File: src/rtl/rv32i_lsu_if.sv
// Core-side request/response and initiator data-bus signals of the LSU.
// master = the LSU itself, slave = the core plus memory responder driving it.
interface rv32i_lsu_if;
   logic        req;
   logic        we;
   logic [2:0]  funct3;
   logic [31:0] addr;
   logic [31:0] wdata;
   logic        busy;
   logic        ack;
   logic        err;
   logic [31:0] rdata;
   logic        breq;
   logic [31:0] baddr;
   logic [1:0]  bsz;
   logic [31:0] bdi;
   logic        bwr;
   logic [31:0] bdo;
   logic        mrdy;

   modport master (
      input  req, we, funct3, addr, wdata, bdo, mrdy,
      output busy, ack, err, rdata, breq, baddr, bsz, bdi, bwr
   );

   modport slave (
      output req, we, funct3, addr, wdata, bdo, mrdy,
      input  busy, ack, err, rdata, breq, baddr, bsz, bdi, bwr
   );
endinterface

File: src/rtl/rv32i_lsu.sv
// RV32I load/store unit: one access at a time, ack 2 cycles after req plus one per wait state.
// No queueing: req is only sampled in IDLE; mrdy stalls ACCESS until TIMEOUT aborts it.
module rv32i_lsu #(
   parameter int unsigned TIMEOUT = 16
) (
   input  logic        i_clk,
   input  logic        i_rst_n,
   rv32i_lsu_if.master bus
);
   localparam logic [7:0] LP_TO = 8'(TIMEOUT);

   typedef enum logic [1:0] {
      S_IDLE   = 2'd0,
      S_ACCESS = 2'd1,
      S_RESP   = 2'd2
   } state_t;

   state_t      r_state;
   logic        r_busy;
   logic        r_ack;
   logic        r_err;
   logic        r_breq;
   logic        r_bwr;
   logic [31:0] r_rdata;
   logic [31:0] r_baddr;
   logic [31:0] r_bdi;
   logic [1:0]  r_bsz;
   logic [2:0]  r_f3;
   logic [7:0]  r_cnt;

   logic        w_illegal;
   logic        w_misalign;
   logic [31:0] w_bdi;
   logic [31:0] w_ext;

   always_comb begin
      // funct3[1:0] doubles as the bus size code; 11 never names a legal width
      w_illegal  = (bus.funct3[1:0] == 2'b11) ||
                   (bus.we && bus.funct3[2]) ||
                   (!bus.we && bus.funct3 == 3'b110);
      w_misalign = (bus.funct3[1:0] == 2'b01 && bus.addr[0]) ||
                   (bus.funct3[1:0] == 2'b10 && bus.addr[1:0] != 2'b00);
      case (bus.funct3[1:0])
         2'b00:   w_bdi = {24'b0, bus.wdata[7:0]};
         2'b01:   w_bdi = {16'b0, bus.wdata[15:0]};
         default: w_bdi = bus.wdata;
      endcase
      case (r_f3)
         3'b000:  w_ext = {{24{bus.bdo[7]}}, bus.bdo[7:0]};
         3'b001:  w_ext = {{16{bus.bdo[15]}}, bus.bdo[15:0]};
         3'b100:  w_ext = {24'b0, bus.bdo[7:0]};
         3'b101:  w_ext = {16'b0, bus.bdo[15:0]};
         default: w_ext = bus.bdo;
      endcase
   end

   always_ff @(posedge i_clk or negedge i_rst_n) begin
      if (!i_rst_n) begin
         r_state <= S_IDLE;
         r_busy  <= 1'b0;
         r_ack   <= 1'b0;
         r_err   <= 1'b0;
         r_breq  <= 1'b0;
         r_bwr   <= 1'b0;
         r_rdata <= '0;
         r_baddr <= '0;
         r_bdi   <= '0;
         r_bsz   <= 2'b00;
         r_f3    <= 3'b000;
         r_cnt   <= '0;
      end else begin
         case (r_state)
            S_IDLE: begin
               if (bus.req) begin
                  r_busy <= 1'b1;
                  if (w_illegal || w_misalign) begin
                     r_err   <= 1'b1;
                     r_rdata <= '0;
                     r_ack   <= 1'b1;
                     r_state <= S_RESP;
                  end else begin
                     r_baddr <= bus.addr;
                     r_bsz   <= bus.funct3[1:0];
                     r_bdi   <= w_bdi;
                     r_bwr   <= bus.we;
                     r_f3    <= bus.funct3;
                     r_breq  <= 1'b1;
                     r_cnt   <= '0;
                     r_state <= S_ACCESS;
                  end
               end
            end
            S_ACCESS: begin
               if (bus.mrdy) begin
                  r_err   <= 1'b0;
                  r_rdata <= r_bwr ? 32'd0 : w_ext;
                  r_breq  <= 1'b0;
                  r_bwr   <= 1'b0;
                  r_ack   <= 1'b1;
                  r_state <= S_RESP;
               end else if (r_cnt == LP_TO) begin
                  r_err   <= 1'b1;
                  r_rdata <= '0;
                  r_breq  <= 1'b0;
                  r_bwr   <= 1'b0;
                  r_ack   <= 1'b1;
                  r_state <= S_RESP;
               end else begin
                  r_cnt <= r_cnt + 8'd1;
               end
            end
            S_RESP: begin
               r_ack   <= 1'b0;
               r_busy  <= 1'b0;
               r_state <= S_IDLE;
            end
            default: r_state <= S_IDLE;
         endcase
      end
   end

   assign bus.busy  = r_busy;
   assign bus.ack   = r_ack;
   assign bus.err   = r_err;
   assign bus.rdata = r_rdata;
   assign bus.breq  = r_breq;
   assign bus.baddr = r_baddr;
   assign bus.bsz   = r_bsz;
   assign bus.bdi   = r_bdi;
   assign bus.bwr   = r_bwr;
endmodule

File: src/flat_wrapper.sv
// flat-port wrapper written by rule: the top's interface ports become plain ports
module rv32i_lsu_flat 
#(
   parameter int unsigned TIMEOUT = 16
)
  (i_clk, i_rst_n, bus_req, bus_we, bus_funct3, bus_addr, bus_wdata, bus_bdo, bus_mrdy, bus_busy, bus_ack, bus_err, bus_rdata, bus_breq, bus_baddr, bus_bsz, bus_bdi, bus_bwr);
  rv32i_lsu_if bus_i ();
  input  logic i_clk;
  input  logic i_rst_n;
  input wire logic [$bits(bus_i.req)-1:0] bus_req;
  input wire logic [$bits(bus_i.we)-1:0] bus_we;
  input wire logic [$bits(bus_i.funct3)-1:0] bus_funct3;
  input wire logic [$bits(bus_i.addr)-1:0] bus_addr;
  input wire logic [$bits(bus_i.wdata)-1:0] bus_wdata;
  input wire logic [$bits(bus_i.bdo)-1:0] bus_bdo;
  input wire logic [$bits(bus_i.mrdy)-1:0] bus_mrdy;
  output wire logic [$bits(bus_i.busy)-1:0] bus_busy;
  output wire logic [$bits(bus_i.ack)-1:0] bus_ack;
  output wire logic [$bits(bus_i.err)-1:0] bus_err;
  output wire logic [$bits(bus_i.rdata)-1:0] bus_rdata;
  output wire logic [$bits(bus_i.breq)-1:0] bus_breq;
  output wire logic [$bits(bus_i.baddr)-1:0] bus_baddr;
  output wire logic [$bits(bus_i.bsz)-1:0] bus_bsz;
  output wire logic [$bits(bus_i.bdi)-1:0] bus_bdi;
  output wire logic [$bits(bus_i.bwr)-1:0] bus_bwr;
  assign bus_i.req = bus_req;
  assign bus_i.we = bus_we;
  assign bus_i.funct3 = bus_funct3;
  assign bus_i.addr = bus_addr;
  assign bus_i.wdata = bus_wdata;
  assign bus_i.bdo = bus_bdo;
  assign bus_i.mrdy = bus_mrdy;
  assign bus_busy = bus_i.busy;
  assign bus_ack = bus_i.ack;
  assign bus_err = bus_i.err;
  assign bus_rdata = bus_i.rdata;
  assign bus_breq = bus_i.breq;
  assign bus_baddr = bus_i.baddr;
  assign bus_bsz = bus_i.bsz;
  assign bus_bdi = bus_i.bdi;
  assign bus_bwr = bus_i.bwr;
  rv32i_lsu #(.TIMEOUT(TIMEOUT)) u_core (.i_clk(i_clk), .i_rst_n(i_rst_n), .bus(bus_i));
endmodule
File: config.mk
export PLATFORM = sky130hd
export DESIGN_NAME = rv32i_lsu_flat
export DESIGN_NICKNAME = d
export VERILOG_FILES = /design/src/rtl/rv32i_lsu_if.sv /design/src/rtl/rv32i_lsu.sv /design/src/flat_wrapper.sv
export SDC_FILE = /design/constraint.sdc
export NUM_CORES = 1
export LEC_CHECK = 0
export BUFFER_PORTS_ARGS = -buffer_cell sky130_fd_sc_hd__buf_2
export CORE_ASPECT_RATIO = 1.75
export CORE_MARGIN = 2
export CORE_UTILIZATION = 47
export DETAILED_ROUTE_END_ITERATION = 10
export GPL_TIMING_DRIVEN = 0
export PLACE_DENSITY = 0.87
export SLEW_MARGIN = 20
export SYNTH_ARGS = -nofsm -noshare
export SYNTH_HDL_FRONTEND = slang
export SYNTH_SLANG_ARGS = --single-unit
File: constraint.sdc
create_clock -name i_clk -period 2.05 [get_ports i_clk]
set_input_delay 0.3075 -clock i_clk [delete_from_list [all_inputs] [get_ports i_clk]]
set_output_delay 0.3075 -clock i_clk [all_outputs]
set_load 0.1 [all_outputs]
## Word level (Yosys, flattened, before mapping)

Cells that the tools add are included.

- Word-level logic and storage cells: 88
- Input port bits: 104
- Output and inout bits: 103
- Memory bits (writable): 0
- Memories: 0
- Memory bits (read-only): 0
- Latch bits: 0
- Flip-flop bits (word level): 116

- Mux-type cells: 35
- Reductions and logical operators: 23
- $add $sub $neg: 1
- Multiply operators: 0
- Magnitude comparators: 0
- Shifts and indexed selects: 0
- Bitwise logic cells: 1
- Divide/modulo/power cells: 0
- Equal/unequal tests: 16

Operator list:

| cell | count |
|---|---|
| two-way mux 32 bit | 5 |
| case mux 32 bit (2 select lines) | 2 |
| case mux 32 bit (4 select lines) | 1 |
| two-way mux 8 bit | 4 |
| case mux 8 bit (2 select lines) | 1 |
| two-way mux 1 bit | 12 |
| AND reduction 4 bit | 3 |
| equality test 3 bit (second input constant) | 3 |
| adder 8 x 1 -> 8 bit (second input constant) | 1 |
| equality test 8 x 5 -> 1 bit (second input constant) | 1 |
| two-way mux 2 bit | 4 |
| != test 2 bit (second input constant) | 4 |
| case mux 1 bit (2 select lines) | 4 |
| equality test 2 bit (second input constant) | 3 |
| nonzero test 2 bit | 3 |
| AND reduction 5 bit | 1 |
| equality test 2 x 1 -> 1 bit (second input constant) | 2 |
| logical AND 1 bit | 4 |
| zero test 2 bit | 2 |
| logical OR 1 bit | 4 |
| case mux 2 bit (2 select lines) | 1 |
| AND reduction 2 bit | 2 |
| equality test 3 x 1 -> 1 bit (second input constant) | 1 |
| zero test 3 bit | 1 |
| other kinds (7) | 7 |

## Longest topological paths before layout

- Word-level depth: 7
- Gate-level depth with buffers: 9
- Mapped depth without buffers: 7

## Least setup slack after synthesis

Ideal clock, no wire load.

- Kind: flip-flop to flip-flop
- Start: register u_core.r_cnt[0]
- End: register u_core.r_rdata[14] (netlist: u_core.bus.rdata[14])
- Cell stages (with the launch flop): 9
- Arrival: 1.712 ns
- Data required time: 1.928 ns
- Library setup time: 0.122 ns
- Path buffers: 1
- Period minus slack after synthesis: 1.833 ns
- Setup slack: 0.217 ns
- Cells stage by stage: dfrtp_1 -> inv_1 -> ha_1 -> nor4b_2 -> a21oi_2 -> a211oi_2 -> o21ai_2 -> buf_6 -> a22o_1

- Longest elaborated chain between the ends: 3

Ends and longest elaborated chain:

| item | RTL line | source |
|---|---|---|
| start: declaration | rv32i_lsu.sv:29 | `logic [7:0] r_cnt;` |
| start signal: assignment | rv32i_lsu.sv:109 | `r_cnt <= r_cnt + 8'd1;` |
| equality test 8 x 5 -> 1 bit | rv32i_lsu.sv:101 | `end else if (r_cnt == LP_TO) begin` |
| != test 3 x 2 -> 1 bit (no source line) | -- |  |
| AND reduction 4 bit (no source line) | -- |  |
| end signal: assignment | rv32i_lsu.sv:96 | `r_rdata <= r_bwr ? 32'd0 : w_ext;` |
| end: declaration | rv32i_lsu.sv:24 | `logic [31:0] r_rdata;` |

No other way between the ends.
A chain may end at the register's enable or synchronous reset.

## Worst setup path after layout

- Start: register u_core.r_cnt[0]
- End: register u_core.r_rdata[1] (netlist: u_core.bus.rdata[1])

Same word-level chain as after synthesis.

==> results by group <==
Status
  • Status: finished clean

Synthesis
  • Library cell with the largest summed area after synthesis: dfrtp_1
  • Flip-flop and latch count after synthesis: between 100 and 150
  • Post-synth top flop: dfrtp_1
  • Yosys cell types: 42
  • Most area-consuming cells after synthesis: dfrtp_1 60%, nand2_1 15%, a22o_1 3.1%, nand3_1 3.1%, o2bb2ai_1 2.9%
  • Async set-reset flop share out of synthesis: 100%
  • EDFF count, synth: 0
  • Register area share after synthesis: about three fifths
  • Mean Syn Cell Area: roughly 9.8 um^2
  • Gate count after technology mapping: around 500
  • Net count after synthesis: about 590
  • Area share of the largest cell type after synthesis: between 50% and 60%
  • Cell Area, Synth: 4760 um^2
  • Synthesis warning total: 0

Clocking
  • Clock insertion delay at the later pin of the skew report: slightly above 0.4 ns
  • Register clock-pin slew on the reported worst setup and hold paths: 0.05 ns
  • CTS tree: done
  • Clock Root Buffer: clkbuf_16
  • # clock sinks: between 100 and 150
  • Buffer depth of the longest clock path: 2
  • H-tree levels: 4
  • Number of buffers created by CTS: 17

Pwr
  • Switch share: roughly 54%
  • Proportion of power drawn by flip-flops and latches: between 20 and 30%
  • Internal Power: slightly above 6000 uW
  • Switching pwr: roughly 7000 uW
  • Portion of total power attributed to the clock network: between 20% and 30%
  • Total power divided by cell area: 1920 nW/um^2
  • Part of the power in combinational logic: around 50%
  • Peak supply drop: about 1.3 mV
  • Leakage power summed over all cells: between 0.003 and 0.004 uW

Timing
  • Pins over their slew limit: 0
  • Worst setup skew after layout: 0.00801 ns
  • F_max: around 500 MHz
  • Slew at the pin closest to its max-slew limit: around 0.61 ns
  • Fin crit share: between 90% and 100%
  • Post-Route Hold Slack: about 0.09 ns
  • Post-route setup slack: 0.0466 ns
  • Worst-case headroom to the max-slew limit: between 50 and 60%
  • Final Hold Vio Count: 0
  • Final Critical Period: between 2 and 2.5 ns
  • Final-report setup violation count: 0

Setup path
  • Critical Path AT: between 2 and 2.5 ns
  • Type of destination of the critical path: register
  • Category of the most critical setup path: register to register
  • Register-to-register path setup slack: 0.05 ns
  • Startpoint Class: register
  • Data required time at the worst endpoint: around 2.3 ns
  • Cell count of the worst reg-to-reg path: 8
  • Worst-path maximum fanout: 6

Global route
  • Via count of the first global-routing pass: 4,362
  • Overall routing resource usage: about 26%
  • Pin count of the biggest net entering global routing: between 60 and 70
  • Total congestion overflow after global routing: 0
  • Wire length of the first global-routing pass: about 21,000 um
  • Number of antenna violations at the first check in global routing: 1

Routing
  • Via-per-instance ratio: between 5 and 6
  • Number of design-rule violations left by the first detailed-router iteration: between 200 and 250
  • Final routed wirelength across all metal layers: between 10,000 and 15,000 um
  • Post-route DRC violation count: 0
  • Detailed route wirelength on metal2: 8040 um
  • Met1 routed wirelength after detailed routing: roughly 5200 um
  • Topmost layer with routed signal wires: met4
  • Total vias in the final route: about 4,500
  • Detailed-router iteration count before antenna repair: 5
  • Post-DR wirelength/cell: 16.9 um
  • Antenna Nets Post-Route: 0
  • DR WL met3: roughly 1000 um

Floorplanning
  • Site Rows: between 40 and 50
  • Ports: around 210
  • Die outline width: 80.1 um
  • Die area: 11,000 um^2
  • Initial core utilization: 48.3%
  • Area of the placeable core: 9850 um^2
  • Die Y: 137 um

Placed design
  • Count of input and output buffers: a little over 200
  • Placer Congestion: 0.869
  • Worst setup slack before clock tree synthesis: -0.130 ns
  • Number of placed instances with taps included: 817
  • Half-perimeter wire length after placement: about 10,000 um

Job
  • Number of maximum-capacitance constraint violations: 0

Worst hold path
  • Hold-critical path depth: 3
  • Hold Crit Class: input port to register

Final layout
  • Post-layout nets: 831
  • End-of-flow core utilization: between 60% and 70%
  • Final cell count without fillers: around 860
  • Layout cells sized above 1: between 30% and 40%
  • Growth of design area from synthesis to finish: 42.3%
-- per-layer routing --
metal	track usage, %	vias up
li1	-	2087
met1	27.8	2184
met2	45.8	218
met3	7.45	26
met4	10.8	0
met5	0	-
-- flip-flops by register name, summed over array words and instances, names as in the netlist --
register          flops
u_core.bus.rdata     32
u_core.r_cnt          8
u_core.bus.bdi       32
u_core.bus.err        1
u_core.bus.ack        1
u_core.bus.breq       1
u_core.r_state        2
u_core.bus.bwr        1
u_core.r_f3           3
u_core.bus.busy       1
u_core.bus.baddr     32
-- path summary, 6_finish.rpt --
kind	to	from
max in group asynchronous	u_core.bus.rdata[29]	i_rst_n
min reg2reg	u_core.bus.bdi[31]	u_core.bus.bdi[31]
min	u_core.bus.bdi[3]	bus_wdata[3]
max reg2reg	u_core.bus.rdata[1]	u_core.r_cnt[0]
max	u_core.bus.rdata[1]	u_core.r_cnt[0]
min in group asynchronous	u_core.bus.rdata[11]	i_rst_n
-- final cells by class --
type	instances	area (um^2)
buffer	32	190
sequential	114	2850
inverter	5	18.8
fill	735	3080
multi-input combinational	335	1760
timing repair buffer	220	1170
clock inverter	11	160
clock buffer	20	457
antenna	1	2.50
tap	125	156
-- repair_timing --
item,in CTS,in global routing
gates cloned,0,2
hold endpoints to repair,64,0
hold buffers,1,0
pin swaps,1,9
gates resized for setup,5,15
setup endpoints to repair,27,29
buffers inserted,1,10
-- cells in the mapped netlist (all sizes together), types with 2 or more instances --
cell type and n:
a21oi 5, a22o 17, and3 2, buf 24
clkbuf 8, dfrtp 114, ha 2, inv 5
mux2i 2, nand2 189, nand3 29, nand4 3
nor2 10, nor2b 19, nor3 4, o21ai 16
o2bb2ai 16, or3 4, xnor2 2
-- power by group through the flow --
stage	clock network (uW)	registers, uW	logic [uW]
after floorplan	0	7490	1030
after global placement	0	3250	6310
after detailed placement	0	3290	6410
after CTS	3150	3280	6480
after global routing	3250	3350	6860
final	3120	3290	6620
-- cell families after synthesis --
kind of cell | count (synthesis) | share of synthesized area (%)
xor gates and xnor gates | 3 | 0.552
buffers and inverters | 37 | 4.31
muxes | 2 | 0.421
adders and majority gates | 2 | 0.526
AOI/OAI and AO/OA | 59 | 9.60
and+or+nand+nor | 269 | 24.6
DFF | 114 | 60.0
-- cell usage in the layout (no fill, tap or decap), types with 3 or more instances in the layout --
| master | netlist | final |
|---|---|---|
| nand3_1 | 29 | 29 |
| or3_1 | 4 | 4 |
| nor2b_1 | 19 | 18 |
| nor3_1 | 4 | 4 |
| nor2_1 | 8 | 8 |
| o2bb2ai_1 | 16 | 16 |
| bufinv_16 | 0 | 4 |
| clkbuf_1 | 7 | 7 |
| buf_6 | 5 | 8 |
| buf_4 | 2 | 13 |
| nand4_1 | 3 | 3 |
| o21ai_0 | 14 | 14 |
| buf_2 | 16 | 220 |
| clkinv_2 | 0 | 5 |
| a21oi_1 | 4 | 4 |
| dfrtp_1 | 114 | 114 |
| a22o_1 | 17 | 17 |
| clkbuf_16 | 0 | 17 |
| nand2_1 | 189 | 189 |
| inv_1 | 5 | 3 |
-- metrics by stage --
stage                     TNS (ns)  cell area (um^2)  power, uW
after floorplan                  0              4760       8530
after global placement      -59.52              5940       9550
after detailed placement     -4.29              5970       9690
after CTS                        0              6630      12900
after global routing        -0.227              6770      13500
final                            0              6770      13000
-- critical path, stage by stage, from the launching register on --
cell and delay (ns):
dfrtp_1 0.39, inv_2 0.09, ha_4 0.13, nor4b_4 0.26, a21oi_4 0.13, a211oi_4 0.32
o21ai_4 0.17, buf_6 0.17, a22o_1 0.23
Power figures use the tool's default switching activity.
